`src/rtl/cache_tag_ctrl.sv`:
```
// Tag lookup / refill controller for a 4-way, 8-set cache with 24-bit tags and 32-byte lines.
// Tag arrays live outside; this block owns valid bits, round-robin victim pointers and the handshakes.
module cache_tag_ctrl (
    input  logic        clk,
    input  logic        rst,
    input  logic        req_valid,
    output logic        req_ready,
    input  logic [31:0] req_addr,
    output logic        resp_valid,
    input  logic        resp_ready,
    output logic        resp_hit,
    output logic [1:0]  resp_way,
    output logic [2:0]  tag_raddr,
    input  logic [95:0] tag_rdata,
    output logic [2:0]  tag_waddr,
    output logic [3:0]  tag_wen,
    output logic [23:0] tag_wdata,
    output logic        refill_valid,
    input  logic        refill_ready,
    output logic [31:0] refill_addr,
    input  logic        refill_done,
    input  logic        inv_all
);

    localparam int unsigned WAYS   = 4;
    localparam int unsigned SETS   = 8;
    localparam int unsigned TAG_W  = 24;
    localparam int unsigned IDX_W  = 3;
    localparam int unsigned WAY_W  = 2;
    localparam int unsigned ADDR_W = 32;

    typedef enum logic [2:0] {
        IDLE, LOOKUP, REFILL_REQ, REFILL_WAIT, UPDATE, RESP
    } state_t;

    state_t                        state, state_nxt;
    logic [SETS-1:0][WAYS-1:0]     valid_q;
    logic [SETS-1:0][WAY_W-1:0]    ptr_q;
    logic [ADDR_W-1:0]             addr_q;
    logic [WAY_W-1:0]              victim_q;
    logic                          hit_q;
    logic [WAY_W-1:0]              way_q;
    logic                          rdy_en_q;

    logic [IDX_W-1:0]              idx_c;
    logic [TAG_W-1:0]              tag_c;
    logic                          hit_c;
    logic [WAY_W-1:0]              hit_way_c;
    logic                          free_c;
    logic [WAY_W-1:0]              free_way_c;
    logic                          req_fire_c;

    assign idx_c = addr_q[7:5];
    assign tag_c = addr_q[31:8];

    // Lowest matching way wins a hit; lowest invalid way is the preferred victim.
    always_comb begin
        hit_c      = 1'b0;
        hit_way_c  = '0;
        free_c     = 1'b0;
        free_way_c = '0;
        for (int w = WAYS - 1; w >= 0; w--) begin
            if (valid_q[idx_c][w] && (tag_rdata[w*TAG_W +: TAG_W] == tag_c)) begin
                hit_c     = 1'b1;
                hit_way_c = WAY_W'(w);
            end
            if (!valid_q[idx_c][w]) begin
                free_c     = 1'b1;
                free_way_c = WAY_W'(w);
            end
        end
    end

    assign req_ready  = (state == IDLE) && !inv_all && rdy_en_q;
    assign req_fire_c = req_valid && req_ready;

    always_comb begin
        state_nxt = state;
        case (state)
            IDLE:        if (req_fire_c)   state_nxt = LOOKUP;
            LOOKUP:      state_nxt = hit_c ? RESP : REFILL_REQ;
            REFILL_REQ:  if (refill_ready) state_nxt = REFILL_WAIT;
            REFILL_WAIT: if (refill_done)  state_nxt = UPDATE;
            UPDATE:      state_nxt = RESP;
            RESP:        if (resp_ready)   state_nxt = IDLE;
            default:     state_nxt = IDLE;
        endcase
    end

    always_ff @(posedge clk or posedge rst) begin
        if (rst) begin
            state    <= IDLE;
            valid_q  <= '0;
            ptr_q    <= '0;
            addr_q   <= '0;
            victim_q <= '0;
            hit_q    <= 1'b0;
            way_q    <= '0;
            rdy_en_q <= 1'b0;
        end else begin
            state    <= state_nxt;
            rdy_en_q <= 1'b1;
            case (state)
                IDLE: begin
                    if (inv_all) begin
                        valid_q <= '0;
                    end else if (req_fire_c) begin
                        addr_q <= req_addr;
                    end
                end
                LOOKUP: begin
                    if (hit_c) begin
                        hit_q <= 1'b1;
                        way_q <= hit_way_c;
                    end else begin
                        hit_q <= 1'b0;
                        if (free_c) begin
                            victim_q <= free_way_c;
                        end else begin
                            victim_q      <= ptr_q[idx_c];
                            ptr_q[idx_c]  <= ptr_q[idx_c] + WAY_W'(1);
                        end
                    end
                end
                UPDATE: begin
                    valid_q[idx_c][victim_q] <= 1'b1;
                    hit_q                    <= 1'b0;
                    way_q                    <= victim_q;
                end
                default: ;
            endcase
        end
    end

    // Outputs decode directly from registered state so reset clears them at once.
    assign resp_valid   = (state == RESP);
    assign resp_hit     = hit_q;
    assign resp_way     = way_q;
    assign tag_raddr    = idx_c;
    assign tag_waddr    = idx_c;
    assign tag_wdata    = tag_c;
    assign tag_wen      = (state == UPDATE) ? (WAYS'(1) << victim_q) : '0;
    assign refill_valid = (state == REFILL_REQ);
    assign refill_addr  = addr_q & ~ADDR_W'(32'h1F);

endmodule

```
`config.mk`:
```
export PLATFORM = sky130hd
export DESIGN_NAME = cache_tag_ctrl
export DESIGN_NICKNAME = d
export VERILOG_FILES = /design/src/rtl/cache_tag_ctrl.sv
export SDC_FILE = /design/constraint.sdc
export NUM_CORES = 1
export LEC_CHECK = 0
export BUFFER_PORTS_ARGS = -buffer_cell sky130_fd_sc_hd__buf_2
export CAP_MARGIN = 20
export CORE_MARGIN = 2
export CORE_UTILIZATION = 31
export CTS_BUF_LIST = sky130_fd_sc_hd__clkbuf_4 sky130_fd_sc_hd__clkbuf_8 sky130_fd_sc_hd__clkbuf_16
export CTS_CLUSTER_SIZE = 8
export DETAILED_ROUTE_END_ITERATION = 7
export HOLD_SLACK_MARGIN = 0.03
export RECOVER_POWER = 100
export SETUP_SLACK_MARGIN = 0.1
export SLEW_MARGIN = 20
export SYNTH_ARGS = -nofsm -noshare
export SYNTH_HDL_FRONTEND = slang
export SYNTH_SLANG_ARGS = --single-unit
```
`constraint.sdc`:
```
create_clock -name clk -period 2.7 [get_ports clk]
set_clock_uncertainty 0.05 [all_clocks]
set_input_delay 0.27 -clock clk [delete_from_list [all_inputs] [get_ports clk]]
set_output_delay 0.27 -clock clk [all_outputs]
set_load 0.02 [all_outputs]
```
; ---- Word level (Yosys, flattened, before mapping)
; Cells that the tools add are included.
[totals]
register_bits = 89
input_bits = 135
out_inout_bits = 72
[op_classes]
addsub = 1
order_cmp = 4
eq_ne = 15
shifts = 1
mux = 41
n_bitwise = 4
n_reduce_logical = 19
[ops]
columns = operator, count
row1 = $eq A24 B24 Y1, 4
row2 = $pmux W32 S2, 1
row3 = $mux W32, 1
row4 = $or A32 B32 Y32, 1
row5 = $mux W2, 12
row6 = $pmux W3 S6, 1
row7 = $bwmux W16, 1
row8 = $mux W3, 5
row9 = $bmux W4 S3, 1
row10 = $demux W4 S3, 1
row11 = $mux W4, 3
row12 = $mux W1, 10
row13 = $logic_and A1 B1 Y1, 9
row14 = $ne A2 B2 Y1 const B, 4
row15 = $bmux W2 S3, 1
row16 = $demux W2 S3, 1
row17 = $eq A3 B2 Y1 const B, 2
row18 = $eq A3 B3 Y1 const B, 2
row19 = $reduce_and A2 Y1, 3
row20 = $reduce_and A3 Y1, 2
row21 = $lt A3 B4 Y1 const B, 1
row22 = $ne A2 B1 Y1 const B, 2
row23 = $pmux W2 S2, 1
row24 = $reduce_and A4 Y1, 1
row25 = other kinds (12), 15

; ---- Logic depth before layout (Yosys ltp)
[depth]
depth_word = 9
depth_mapped = 9
depth_no_buf = 7

; ---- Worst setup path after synthesis
; No wires, ideal clock.
[synth_timing]
path_type = register to register
from = register addr_q[5]
to = register ptr_q[10] (netlist name)
arrival_ps = 2535
t_required_ps = 2525
setup_slack_ps = -9
stages_incl_launch_ff = 10
path_buffers = 2
period_less_slack_ps = 2709
cell_sequence = dfrtp_1 > buf_6 > mux4_2 > mux2_2 > nand4b_1 > o22ai_1 > nor3_2 > buf_6 > and3_1 > mux2_2
[synth_between]
elab_chain_len = 9
elab_cells_between_ends = 26
classes_between = add/sub (1) / order compare (2) / mux (15) / bitwise (2) / reduce/logical (6)
[synth_rtl]
columns = item, line_no
row1 = "start, declared", 39  ; logic [ADDR_W-1:0] addr_q;
row2 = "start signal, assigned", 108  ; addr_q <= req_addr;
row3 = $bmux W4 S3, "63, 67"
row4 = $mux W4 (not written as such), "63, 67"
row5 = $logic_and A1 B1 Y1, 63  ; if (valid_q[idx_c][w] && (tag_rdata[w*TAG_W +: TAG_W] == tag_c)) begin
row6 = $mux W1 (4 in series), 63
row7 = $not A1 Y1 (no source line), -
row8 = $reduce_and A3 Y1 (no source line), -
row9 = "end signal, assigned by index", 121  ; ptr_q[idx_c] <= ptr_q[idx_c] + WAY_W'(1);
row10 = "end, declared", 38  ; logic [SETS-1:0][WAY_W-1:0] ptr_q;
; Parallel ways exist; a longest one is shown, timed or not. The select of a mux whose other input is x is not followed.
; A chain may end at the register's enable or synchronous reset.

; ---- Final worst setup path
[layout_timing]
from = register addr_q[5]
to = register state[2]
[layout_between]
elab_chain_len = 9
elab_cells_between_ends = 12
classes_between = mux (8) / reduce/logical (4)
[layout_rtl]
columns = item, line_no
row1 = $bmux W4 S3 *, 63
row2 = $mux W4 (not written as such) *, 63
row3 = $logic_and A1 B1 Y1, 63
row4 = $mux W1 (3 in series), 63
row5 = $mux W1 *, 63
row6 = $mux W3 *, 81  ; LOOKUP: state_nxt = hit_c ? RESP : REFILL_REQ;
row7 = $pmux W3 S6 *, 79  ; case (state)
row8 = "end signal, assigned", 101  ; state <= state_nxt;
row9 = "end, declared", 36  ; state_t state, state_nxt;
; Mark *: on every way between the ends. The rest lies on a longest branch, timed or not. The select of a mux whose other input is x is not followed.

==> flow_summary_export.csv <==
group,metric,value,unit
outcome,status,"complete, no violations",
timing,fin_crit_sh,0.969,
drt,detail_route.wl_per_cell,17.4,µm
power,p_per_area,957,nW/µm²
synthesis,ys_ff_latch,84,
cts,root_buffer,"clkbuf_16",
grt,grt_pass1_wl,24.5,mm
grt,grt_pass1_vias,4434,
cts,cts_htree_levels,3,
hold_path,holdCritPathClass,"in2reg",
job,maxCapViolations,0,
worst_setup_path,worst_path_max_delay_cell,"mux4_2",
timing,setup_ws,82.7,ps
worst_setup_path,cp.required,2890,ps
timing,rsz0062_at_grt,"yes",
placement,dp.cells,914,
synthesis,synth_ff_type,"dfrtp_1",
drt,dr_total_vias,4531,
grt,overflow,0,
synthesis,async_reset_ff_frac,1.00,
timing,setup_violations,0,
placement,portBuffers,196,
timing,drv_slew,0,
final_layout,syn2layout_area_growth,34.6,%
grt,grt_max_degree,33,
power,total_leakage_power,0.00339,µW
final_layout,stdcell_count,952,
worst_setup_path,crit_top_cell,"buf_6",
worst_setup_path,crit_type,"reg2reg",
floorplanning,die_area,18400,µm²
timing,finalHoldViolCount,0,
cts,cts-buffers-inserted,9,
power,peakVddDrop,0.442,mV
drt,route.detailed.drc,0,
floorplanning,initial_core_util,0.314,
floorplanning,num_io_pins,207,
final_layout,drive_above_1_share,0.435,
hold_path,whs_path_depth,2,
grt,antenna_found_initial,0,
timing,max_freq,382,MHz
synthesis,synth_warnings,0,
synthesis,syn_inst,514,
synthesis,yosysUniqueCellTypes,53,
worst_setup_path,critPathCaptureType,"flip-flop",
synthesis,synthesis.area,5370,µm²
worst_setup_path,worstSetupStartpointType,"flip-flop",
cts,cts_tree,"yes",
cts,clockBufferDepth,2,
drt,drt-initial-drc-count,184,
synthesis,seq_area_frac_synth,0.391,
placement,place.gp.congestion,0.812,
worst_setup_path,worst_ep_arrival_time,2810,ps
cts,clk_pin_slew_worst_paths,70,ps
drt,routed_wl,16.6,mm
timing,tightest_slew,1150,ps
placement,post-place-ws,-396,ps
floorplanning,dieHeight,136,µm
timing,fin_crit,2620,ps
synthesis,syn_avg_cell_area,10.4,µm²
final_layout,nets,857,
cts,clock_sinks,84,
worst_setup_path,slowest_delay,480,ps
placement,hpwl,12.6,mm
drt,vias_per_cell,4.76,
worst_setup_path,critPathMaxFanout,5,
cts,insertion_delay,350,ps
floorplanning,die_w,136,µm
grt,grt_use_total,0.175,
floorplanning,std_cell_rows,48,
timing,slew_headroom,0.235,
floorplanning,core_area,17100,µm²
drt,first_pass_iters,4,
drt,ant_nets,0,
synthesis,synth_edf_count,0,
worst_setup_path,crit_chain,"buf_6, mux4_2, mux2_4, buf_6, and3_4, o41ai_4, buf_4, a21oi_2, or2_1",
final_layout,final_util,0.422,
final_layout,antennaDiodeCount,0,
worst_setup_path,reg2regPathDepth,9,
power,p_total,6920,µW
-- cell usage after synthesis, types with 2 or more instances --
cell,n,area share
a22o_1,18,0.029
nor3b_1,2,0.0028
buf_4,35,0.049
o21ai_0,19,0.018
mux4_2,4,0.017
mux4_1,4,0.020
o31ai_1,2,0.0028
mux2_1,3,0.0063
nand3_2,4,0.0075
buf_6,3,0.0063
nor2_1,14,0.0098
xnor2_1,22,0.036
clkbuf_1,30,0.021
nand2_1,34,0.024
and2_1,3,0.0035
a22oi_1,2,0.0028
nor4_1,21,0.024
conb_1,2,0.0014
and3b_1,3,0.0049
dfrtp_1,84,0.39
or2_2,2,0.0023
inv_1,6,0.0042
mux2_2,44,0.092
nor2b_1,4,0.0047
nand4_1,11,0.013
buf_2,4,0.0037
mux2i_1,3,0.0056
xor2_1,74,0.12
and4b_1,2,0.0037
nor3_1,10,0.0093
a21oi_1,7,0.0065
nand2b_1,5,0.0058
and3_1,8,0.0093
a21o_1,2,0.0028
nand3_1,5,0.0047
-- registers in the layout, summed over array words and instances (netlist names) --
register	count
valid_q	32
addr_q	27
ptr_q	16
state	3
resp_way	2
victim_q	2
rdy_en_q	1
resp_hit	1
-- through the flow --
step / TNS (ps) / hold WS, ps / area, µm²
2_1_floorplan: 0 / 371 / 5390
3_3_place_gp: -5050 / 297 / 6600
3_5_place_dp: -5110 / 300 / 6600
4_1_cts: 0 / 90.0 / 7180
5_1_grt: 0 / 85.5 / 7230
6_report: 0 / 96.4 / 7230
-- area by class of cell --
class                           count  area (µm²)
Inverter                            6        23.8
Tap cell                          225         282
Clock inverter                      5        42.5
Fill cell                        1748        9890
Sequential cell                    84        2110
Clock buffer                       11         253
Timing Repair Buffer              266        1460
Multi-Input combinational cell    355        3060
-- path summary, 6_finish.rpt --
kind                               from  slack [ps]          end
max                           addr_q[5]          80     state[2]
min                        req_addr[24]         100   addr_q[24]
max reg2reg                   addr_q[5]          80     state[2]
min reg2reg                 valid_q[11]         420  valid_q[11]
max in group asynchronous           rst         400   addr_q[24]
min in group asynchronous           rst         610   valid_q[0]
-- cells by family after synthesis --
kind of cell	count (synthesis)	share of synthesized area
muxes	58	0.140
xor gates and xnor gates	97	0.160
other	2	0.00140
buffers and inverters	79	0.0848
and+or+nand+nor	135	0.141
AOI/OAI and AO/OA	59	0.0808
DFF	84	0.391
-- worst max-delay path, delay by kind of cell (launching register included) --
family | cells | cell delay [ps]
AOI/OAI and AO/OA | 2 | 390
DFF | 1 | 460
and+or+nand+nor | 2 | 370
buffers and inverters | 3 | 450
muxes | 2 | 780
-- power breakdown --
part	internal (µW)	total, µW	leakage, µW	switching, µW
registers	1530	2140	0.00111	602
clock network	684	1230	0.000143	547
logic	1540	3550	0.00214	2010
total	3750	6920	0.00339	3160
-- per-layer routing --
| metal | routed length (µm) | track usage |
|---|---|---|
| met1 | 7040 | 0.217 |
| met2 | 8160 | 0.302 |
| met3 | 1060 | 0.0460 |
| met4 | 295 | 0.0469 |
| met5 | 0 | 0 |
-- cells in the final DEF (no fill, tap or decap), types with 4 or more instances in the layout --
cell type | synthesis | layout
nand2b_1 | 5 | 5
nor4_1 | 21 | 11
clkbuf_16 | 0 | 9
buf_2 | 4 | 148
o21ai_0 | 19 | 19
mux2_2 | 44 | 35
nor4_2 | 0 | 10
nor3_1 | 10 | 8
nand2_1 | 34 | 34
mux2_1 | 3 | 4
nand4_1 | 11 | 11
dfrtp_2 | 0 | 4
xnor2_1 | 22 | 21
nor2_1 | 14 | 14
dfrtp_1 | 84 | 80
nor2b_1 | 4 | 4
a21oi_1 | 7 | 6
conb_1 | 2 | 6
mux4_2 | 4 | 7
xor2_1 | 74 | 74
buf_6 | 3 | 9
buf_4 | 35 | 47
clkbuf_1 | 30 | 55
and3_4 | 0 | 4
mux2_4 | 0 | 8
a22o_1 | 18 | 18
inv_1 | 6 | 5
nand3_1 | 5 | 5
clkbuf_2 | 0 | 4
-- timing repair --
action | in CTS | in global routing
resized for setup | 44 | 31
setup endpoints to repair | 20 | 22
setup buffers | 13 | 9
pin swaps | 8 | 9
hold buffers | 1 | 0
endpoints found under the hold margin | 19 | 0
Power figures use the tool's default switching activity.
